<file path="src/rtl/systolic_input_skew.sv">
// systolic_input_skew: skews row vectors into diagonal lanes, then drains with zero bubbles and pulses done.
// Optional vec_count port/counter enabled by defining SYSTOLIC_SKEW_COUNT_EN.
module systolic_input_skew #(
  parameter int DATA_WIDTH  = 8,
  parameter int SIZE        = 4,
  parameter int DRAIN_EXTRA = 4
) (
  input  logic                       clk,
  input  logic                       rst_n,
  input  logic                       in_valid,
  output logic                       in_ready,
  input  logic [SIZE*DATA_WIDTH-1:0] in_data,
  input  logic                       in_last,
  input  logic                       arr_stall,
  output logic [SIZE*DATA_WIDTH-1:0] arr_data,
  output logic [SIZE-1:0]            arr_valid,
  output logic                       busy,
  output logic                       done
`ifdef SYSTOLIC_SKEW_COUNT_EN
  ,
  output logic [15:0]                vec_count
`endif
);
  typedef enum logic [1:0] {IDLE, STREAM, DRAIN} state_t;
  localparam int CW = $clog2(SIZE + DRAIN_EXTRA + 1);
  localparam logic [CW-1:0] DRAIN_LOAD = CW'(SIZE - 1 + DRAIN_EXTRA);
  state_t        state_q, state_d;
  logic [CW-1:0] cnt_q, cnt_d;
  logic          done_q, done_d;
  logic          adv, accept, drain_end;
  assign adv       = !arr_stall;
  assign accept    = in_valid && in_ready;
  assign drain_end = state_q == DRAIN && adv && cnt_q == '0;
  always_ff @(posedge clk or negedge rst_n) begin
    if (!rst_n) begin
      state_q <= IDLE;
      cnt_q   <= '0;
      done_q  <= 1'b0;
    end else begin
      state_q <= state_d;
      cnt_q   <= cnt_d;
      done_q  <= done_d;
    end
  end
  // accept can never happen in DRAIN because in_ready is low there
  always_comb begin
    state_d = state_q;
    if (accept) state_d = in_last ? DRAIN : STREAM;
    if (drain_end) state_d = IDLE;
  end
  always_comb begin
    in_ready = adv && state_q != DRAIN;
    busy     = state_q != IDLE;
    done     = done_q;
    done_d   = drain_end;
    cnt_d    = (accept && in_last) ? DRAIN_LOAD :
               (state_q == DRAIN && adv && cnt_q != '0) ? cnt_q - 1'b1 : cnt_q;
  end
  // lane i is a chain of i+1 registers; bubbles carry zero data
  for (genvar i = 0; i < SIZE; i++) begin : g_lane
    logic [DATA_WIDTH-1:0] d_q [0:i];
    logic                  v_q [0:i];
    always_ff @(posedge clk or negedge rst_n) begin
      if (!rst_n) begin
        for (int s = 0; s <= i; s++) begin
          d_q[s] <= '0;
          v_q[s] <= 1'b0;
        end
      end else if (adv) begin
        d_q[0] <= accept ? in_data[i*DATA_WIDTH +: DATA_WIDTH] : '0;
        v_q[0] <= accept;
        for (int s = 1; s <= i; s++) begin
          d_q[s] <= d_q[s-1];
          v_q[s] <= v_q[s-1];
        end
      end
    end
    assign arr_data[i*DATA_WIDTH +: DATA_WIDTH] = v_q[i] ? d_q[i] : '0;
    assign arr_valid[i] = v_q[i];
  end
`ifdef SYSTOLIC_SKEW_COUNT_EN
  logic [15:0] vec_q, vec_d;
  always_comb
    vec_d = !accept ? vec_q : (state_q == IDLE) ? 16'd1 : (vec_q == 16'hFFFF) ? vec_q : vec_q + 16'd1;
  always_ff @(posedge clk or negedge rst_n) begin
    if (!rst_n) vec_q <= '0;
    else vec_q <= vec_d;
  end
  assign vec_count = vec_q;
`endif
endmodule

</file>
<file path="config.mk">
export PLATFORM = sky130hd
export DESIGN_NAME = systolic_input_skew
export DESIGN_NICKNAME = d
export VERILOG_FILES = /design/src/rtl/systolic_input_skew.sv
export SDC_FILE = /design/constraint.sdc
export NUM_CORES = 1
export LEC_CHECK = 0
export CORE_MARGIN = 2
export CORE_UTILIZATION = 54
export CTS_CLUSTER_SIZE = 8
export DETAILED_ROUTE_END_ITERATION = 7
export PLACE_DENSITY = 0.84
export SYNTH_ARGS = -nofsm -noshare
export SYNTH_HDL_FRONTEND = slang
export SYNTH_SLANG_ARGS = --single-unit
export TNS_END_PERCENT = 100
</file>
<file path="constraint.sdc">
create_clock -name clk -period 2.25 [get_ports clk]
set_input_delay 0.225 -clock clk [delete_from_list [all_inputs] [get_ports clk]]
set_output_delay 0.225 -clock clk [all_outputs]
set_load 0.02 [all_outputs]
</file>
# Word level (Yosys, flattened, before mapping)
# Index checks and enable logic that the tools add are counted.
# word_totals
regBits,91
input_bits,37
output_inout_bits,39
wordCells,45
# op_classes
add_sub_neg,1
eq_ne,2
muxes,13
reduce_logical,12
# op_table
cell,n
8-bit 2-to-1 mux,8
4-bit 2-to-1 mux,2
1-bit logical AND,6
2-bit 2-to-1 mux,3
2-bit nonzero test,3
4-bit zero test,1
4-bit nonzero test,1
4-bit by 1-bit subtractor with 4-bit output (second input constant),1
2-bit equality test (second input constant),1
2-bit inequality test (second input constant),1
1-bit zero test,1

# Depth between registers and ports, before layout
# depth
depth_word,5
mapped_depth,6
depth_no_buf,5

# Worst setup path before layout
# No wires, ideal clock.
# synth_timing
path_kind,register -> register
from,reg state_q[0]
to,reg cnt_q[0]
setup_ns,0.070
arrival_time_ns,1.225
t_required_ns,2.180
path_slack_ns,0.956
path_stages_with_launch,4
n_path_buf,0
period_less_slack_ns,1.294
cell_sequence,dfrtp_1 or3b_4 or3_1 nand3_1
# synth_via
elab_chain_len,5
word_cells_on_any_way,9
classes_between,eq/ne (2); mux (1); reduce/logical (6)
# synth_lines
element,line,rtl
from (decl),27,"state_t state_q, state_d;"
from (signal assigned),40,state_q <= state_d;
2-bit inequality test,52,in_ready = adv && state_q != DRAIN;
1-bit logical AND,52,
1-bit logical AND,32,assign accept = in_valid && in_ready;
1-bit logical AND,56,cnt_d = (accept && in_last) ? DRAIN_LOAD :
4-bit 2-to-1 mux or 2-bit nonzero test (tied branches),--,
to (signal assigned),41,cnt_q <= cnt_d;
to (decl),28,"logic [CW-1:0] cnt_q, cnt_d;"
# Parallel ways exist; a longest one is shown, timed or not.
# A chain may end at the register's enable or synchronous reset.

# Worst setup path in the final report
# layout_timing
from,reg state_q[0]
to,out in_ready
# layout_via
elab_chain_len,2
# layout_lines
element,line,rtl
2-bit inequality test,52,
1-bit logical AND,52,
to (decl),11,"output logic in_ready,"
# No other way between the ends.

==> impl_metrics.toml <==
[floorplanning]
start_util_pct = 56.4
die_h_um = 85.7
dieWidth_um = 85.7
num_rows = 29
die-area_um2 = 7340
io_pins = 76
core_um2 = 6390

[sta]
fin_skew_ns = 0.00798
slew_viol_final = 0
rsz0062_at_grt = "false"
worst_slack_ns = 0.297
hold_viol_final = 0
period_share_pct = 86.8
max_slew_margin_pct = 56.2
fmax_mhz = 512
min_period_ns = 1.95
whs_ns = 0.312
final-setup-viol-count = 0
tns_ns = 0
tightest_slew_ns = 0.657

[global_routing]
grt_start_max_net_pins = 72
grt-ovfl-total = 0
grt_pass1_wl_mm = 10.8
grt_pass1_vias = 2283
antenna_found_initial = 0
grt_use_total_pct = 18.9

[detailed_routing]
drt_iter0_markers = 84
drc = 0
firstDrtPassIters = 4
via_per_inst = 5.42
routed_wl_mm = 6.33
dr_total_vias = 2212
ant_nets = 0
routedWlPerCell_um = 15.5

[power_and_ir_drop]
p_clk_share_pct = 28.9
pwr-share-seq_pct = 51.8
powerDensity_nw_per_um2 = 850
power.internal_uw = 2940
p_switching_uw = 1000
p_comb_share_pct = 19.3
finalPower_uw = 3950
ir_drop_mv = 0.489
p_leak_uw = 0.00214
p_sw_share_pct = 25.5

[placement]
pre_cts_slack_ns = 0.607
hpwl_mm = 4.34
dp_cells = 391
port_buffers = 75
gp_congestion = 0.803

[clock_network]
clock_sinks = 91
root_buffer = "clkbuf_8"
clkSlewWorstSetupHoldPaths_ns = 0.08
clkLatencyLatePin_ns = 0.34
cts_buffers = 9
post_cts_resized = 0
h-tree-depth = 3
cts_tree = "done"
max-clock-path-buffers = 2

[setup_path]
worstSetupPathType = "reg2out"
critical_path.startpoint_type = "flop"
ff2ff_path_depth = 5
cp-end-kind = "output pin"
crit_start = "state_q[0]"
rrSetupSlack_ns = 0.80
crit_fanout = 5
arrival_ns = 1.73
r2r-start = "cnt_q[0]"
crit_required_ns = 2.03

[layout]
drive_above_1_share_pct = 23.0
final_common_cell = "dfrtp_1"
area.sequential_um2 = 2280
final_cells = 408
antenna_cells = 0
multi_input_area_um2 = 1240
nets = 364
layout_common_cells = "dfrtp_1, clkdlybuf4s50_1, mux2_2"
syn_to_final_growth_pct = 28.8
nFillCells = 450

[flow_run]
maxCapViolCount = 0

[yosys]
netlist_area_um2 = 3600
synthCells = 250
yosysUniqueCellTypes = 29
synth_seq_cells = 91
postSynthAreaPerCell_um2 = 14.4
ys_seq_area_share_pct = 63.2
yosys_warnings = 0
syn_nets = 288

[worst_hold_path]
hold_depth = 2
hp-class = "in2reg"
hold_start = "arr_stall"

[outcome]
outcome = "complete, no violations"
==> final cells by class <==
class / instances / share of cell area, %
clock buffers: 11 / 2.83
well taps: 77 / 2.08
multi-input cells: 141 / 26.7
flip-flops and latches: 91 / 49.1
clock inverters: 5 / 1.67
repair buffers: 80 / 17.5
inverters: 3 / 0.243
==> timing repair <==
action                                 in CTS  in global routing
endpoints found under the hold margin      52                  0
hold buffers                                1                  0
buffers inserted                            0                  0
==> power groups by stage <==
stage                     clock, µW  sequential [µW]  combinational (µW)
final                          1140             2050                 762
after global routing           1230             2090                 828
after CTS                      1170             2050                 775
after detailed placement          0             2080                 769
after global placement            0             2060                 744
after floorplan                   0             2030                 455
==> registers in the layout, indices dropped and copies added (netlist names) <==
signal,flops
arr_valid,2
cnt_q,4
done,1
g_lane.d_q,80
g_lane.v_q,2
state_q,2
==> cells in the mapped netlist <==
cell,instances,area (µm²)
dfrtp_1,91,2280
mux2_2,51,574
a22o_1,32,280
and2_1,32,200
buf_2,10,50.1
nor2b_1,4,25.0
inv_1,3,11.3
o21ai_0,3,15.0
clkbuf_1,2,7.51
nand3_1,2,10.0
nand3b_1,2,15.0
a21bo_2,1,10.0
a21o_1,1,7.51
a21oi_1,1,5.00
a31o_2,1,8.76
and3_1,1,6.26
buf_1,1,3.75
buf_4,1,7.51
buf_6,1,11.3
ha_1,1,12.5
nor2_1,1,3.75
nor3b_1,1,7.51
nor4_1,1,6.26
o211ai_1,1,7.51
o21a_1,1,7.51
o311ai_0,1,8.76
or2_2,1,6.26
or3_1,1,6.26
or3b_4,1,11.3
==> path summary, 6_finish.rpt <==
| check | to |
|---|---|
| worst max-delay path | in_ready |
| worst min-delay path | g_lane[0].d_q[3] |
| worst max register to register | state_q[1] |
| worst min register to register | g_lane[1].d_q[6] |
| max in group asynchronous | g_lane[3].d_q[15] |
| min in group asynchronous | cnt_q[1] |
==> logic make-up (layout without fill, tap and decap cells) <==
kind of cell / after synthesis / in the layout / synth area share, %
simple gates: 47 / 47 / 8.26
mux: 51 / 51 / 15.9
compound gates: 42 / 42 / 9.72
flops: 91 / 91 / 63.2
buf+inv: 18 / 99 / 2.53
fa+ha+maj: 1 / 1 / 0.347
==> critical path, stage by stage, from the launching register on <==
cell and delay [ns]:
dfrtp_1 0.42, nor2b_1 0.35, nor2_1 0.08, clkdlybuf4s50_1 0.55
==> routing by layer <==
layer	share of wire [%]	global-route usage [%]	vias to the layer above	routed length, µm
met1	45	24.7	1110	2840
met4	1.5	7.79	0	97
li1	-	-	1047	-
met2	50	31.1	47	3170
met3	3.6	3.75	8	227
met5	0	0	-	0
==> per-stage QoR <==
stage               cell area (µm²)  utilization [%]
floorplan                      3600                -
global placement               4420             69.3
detailed placement             4420             69.3
CTS                            4640             72.7
global route                   4640             72.7
finish                         4640             72.7
Power figures use the tool's default switching activity.
==> edit (same settings) <==
Build with the macro `SYSTOLIC_SKEW_COUNT_EN` defined.
--- a/src/rtl/systolic_input_skew.sv
+++ b/src/rtl/systolic_input_skew.sv
@@ -2,2 +2,4 @@
 // Optional vec_count port/counter enabled by defining SYSTOLIC_SKEW_COUNT_EN.
+`define SYSTOLIC_SKEW_COUNT_EN
+
 module systolic_input_skew #(
Formal check against the unedited RTL (old outputs only; new: vec_count): equivalent (equiv_simple and equiv_induct, registers matched by name and starting in step).
==> edit against the original RTL <==
Critical path depth rose by 2. Maximum frequency down 7.4%. Register-to-register slack worse by 660 ps. Cell area rose by 26%. Utilization fell by 0.91 points. Sequential cell count rose by 16. Count of clock-buffer cells in the layout unchanged. Global-route usage grew 3.3 points. Power increased by 19%. Routed wire length is 52% higher. Via count is 45% higher. Synthesized area grew 26%. Hold slack lost 52 ps. Worst setup slack got worse by 160 ps. Critical path type is now reg -> reg. Critical endpoint is now vec_count[1]$_DFFE_PN0P_. Largest power group unchanged. Highest routed layer unchanged.
==> edit: results (changes against the original RTL) <==
status=completed; Post-Route WL=9600 um (+52%); first-pass GRT wire length=15,500 um (+43%); reg-to-reg setup timing slack=140 ps (-660 ps); adder-cell share of the synthesized area=0.00551 (+0.00204); initial drt markers=143 (+70%); detailed placer's ending HPWL=6510 um (+50%); Final Skew=11.8 ps (+3.82 ps); max incr delay on CP=470 ps (-80 ps); met3 WL=573 um (+150%); fillers=578 (+28%); worst hold stages=4 (+2); WP data arrival=2400 ps (+670 ps); post-synthesis compound-gate area fraction=0.118 (+0.0210); met1 Usage GRT=0.301 (+0.0540); final worst hold slack=261 ps (-51.5 ps); Met2 Routed Length=4650 um (+47%); Worst path slowest cell=o21ai_2; LEAKAGE=2.62 nW (+22%); Max-slew headroom=0.640 (+0.0779); M3 GR Usage=0.0509 (+0.0134); Critical Path Sink=vec_count[1]$_DFFE_PN0P_; Max VDD drop=482 uV (-1.5%); clk_lat worst skew=370 ps (+30 ps); via/cell ratio=5.65 (+4.1%)
-- edit: cell types whose count changed in the layout (fill, tap and decap cells not counted), sizes merged, moves of 8 or more --
| cell | unedited run | this run |
|---|---|---|
| nand2 | 0 | 23 |
| buf | 6 | 16 |
| o22a | 0 | 9 |
| o21ai | 3 | 11 |
| dfrtp | 91 | 107 |
| nor3 | 0 | 10 |
| clkdlybuf4s50 | 73 | 89 |
-- edit: repair_timing --
item,in CTS,in global routing
hold buffers,1,0
endpoints found under the setup margin,1,1
buffers inserted,0,6
resized for setup,1,1
hold endpoints to repair,38,0
-- edit: metrics by stage --
stage	cells	instance area, um^2	setup WS, ps	power (W)	util
after global routing	567	5870	23.6	0.00493	0.718
after global placement	544	5590	253	0.00340	0.684
final	567	5870	141	0.00469	0.718
after floorplan	360	4540	458	0.00296	-
after detailed placement	544	5590	211	0.00345	0.684
after CTS	561	5820	86.2	0.00469	0.712
-- edit: power by group through the flow --
| stage | combinational [W] | sequential (W) | clock, W |
|---|---|---|---|
| global placement | 0.000980 | 0.00242 | 0 |
| CTS | 0.00102 | 0.00241 | 0.00127 |
| finish | 0.00104 | 0.00241 | 0.00124 |
| detailed placement | 0.00101 | 0.00244 | 0 |
| floorplan | 0.000528 | 0.00243 | 0 |
| global route | 0.00113 | 0.00245 | 0.00136 |
-- edit: final cells by class --
class | count | share of cell area
clock buffer | 11 | 0.0258
clock inverter | 5 | 0.0115
inverter | 6 | 0.00448
multi-input combinational | 227 | 0.299
sequential | 107 | 0.456
tap | 105 | 0.0224
timing repair buffer | 106 | 0.180
-- edit: critical path: cells and delay by family, from the launching register on --
family                     cells  cell delay, ps
AOI/OAI and AO/OA              1             470
muxes                          1             240
and+or+nand+nor                2             610
adders and majority gates      1             280
DFF                            1             430
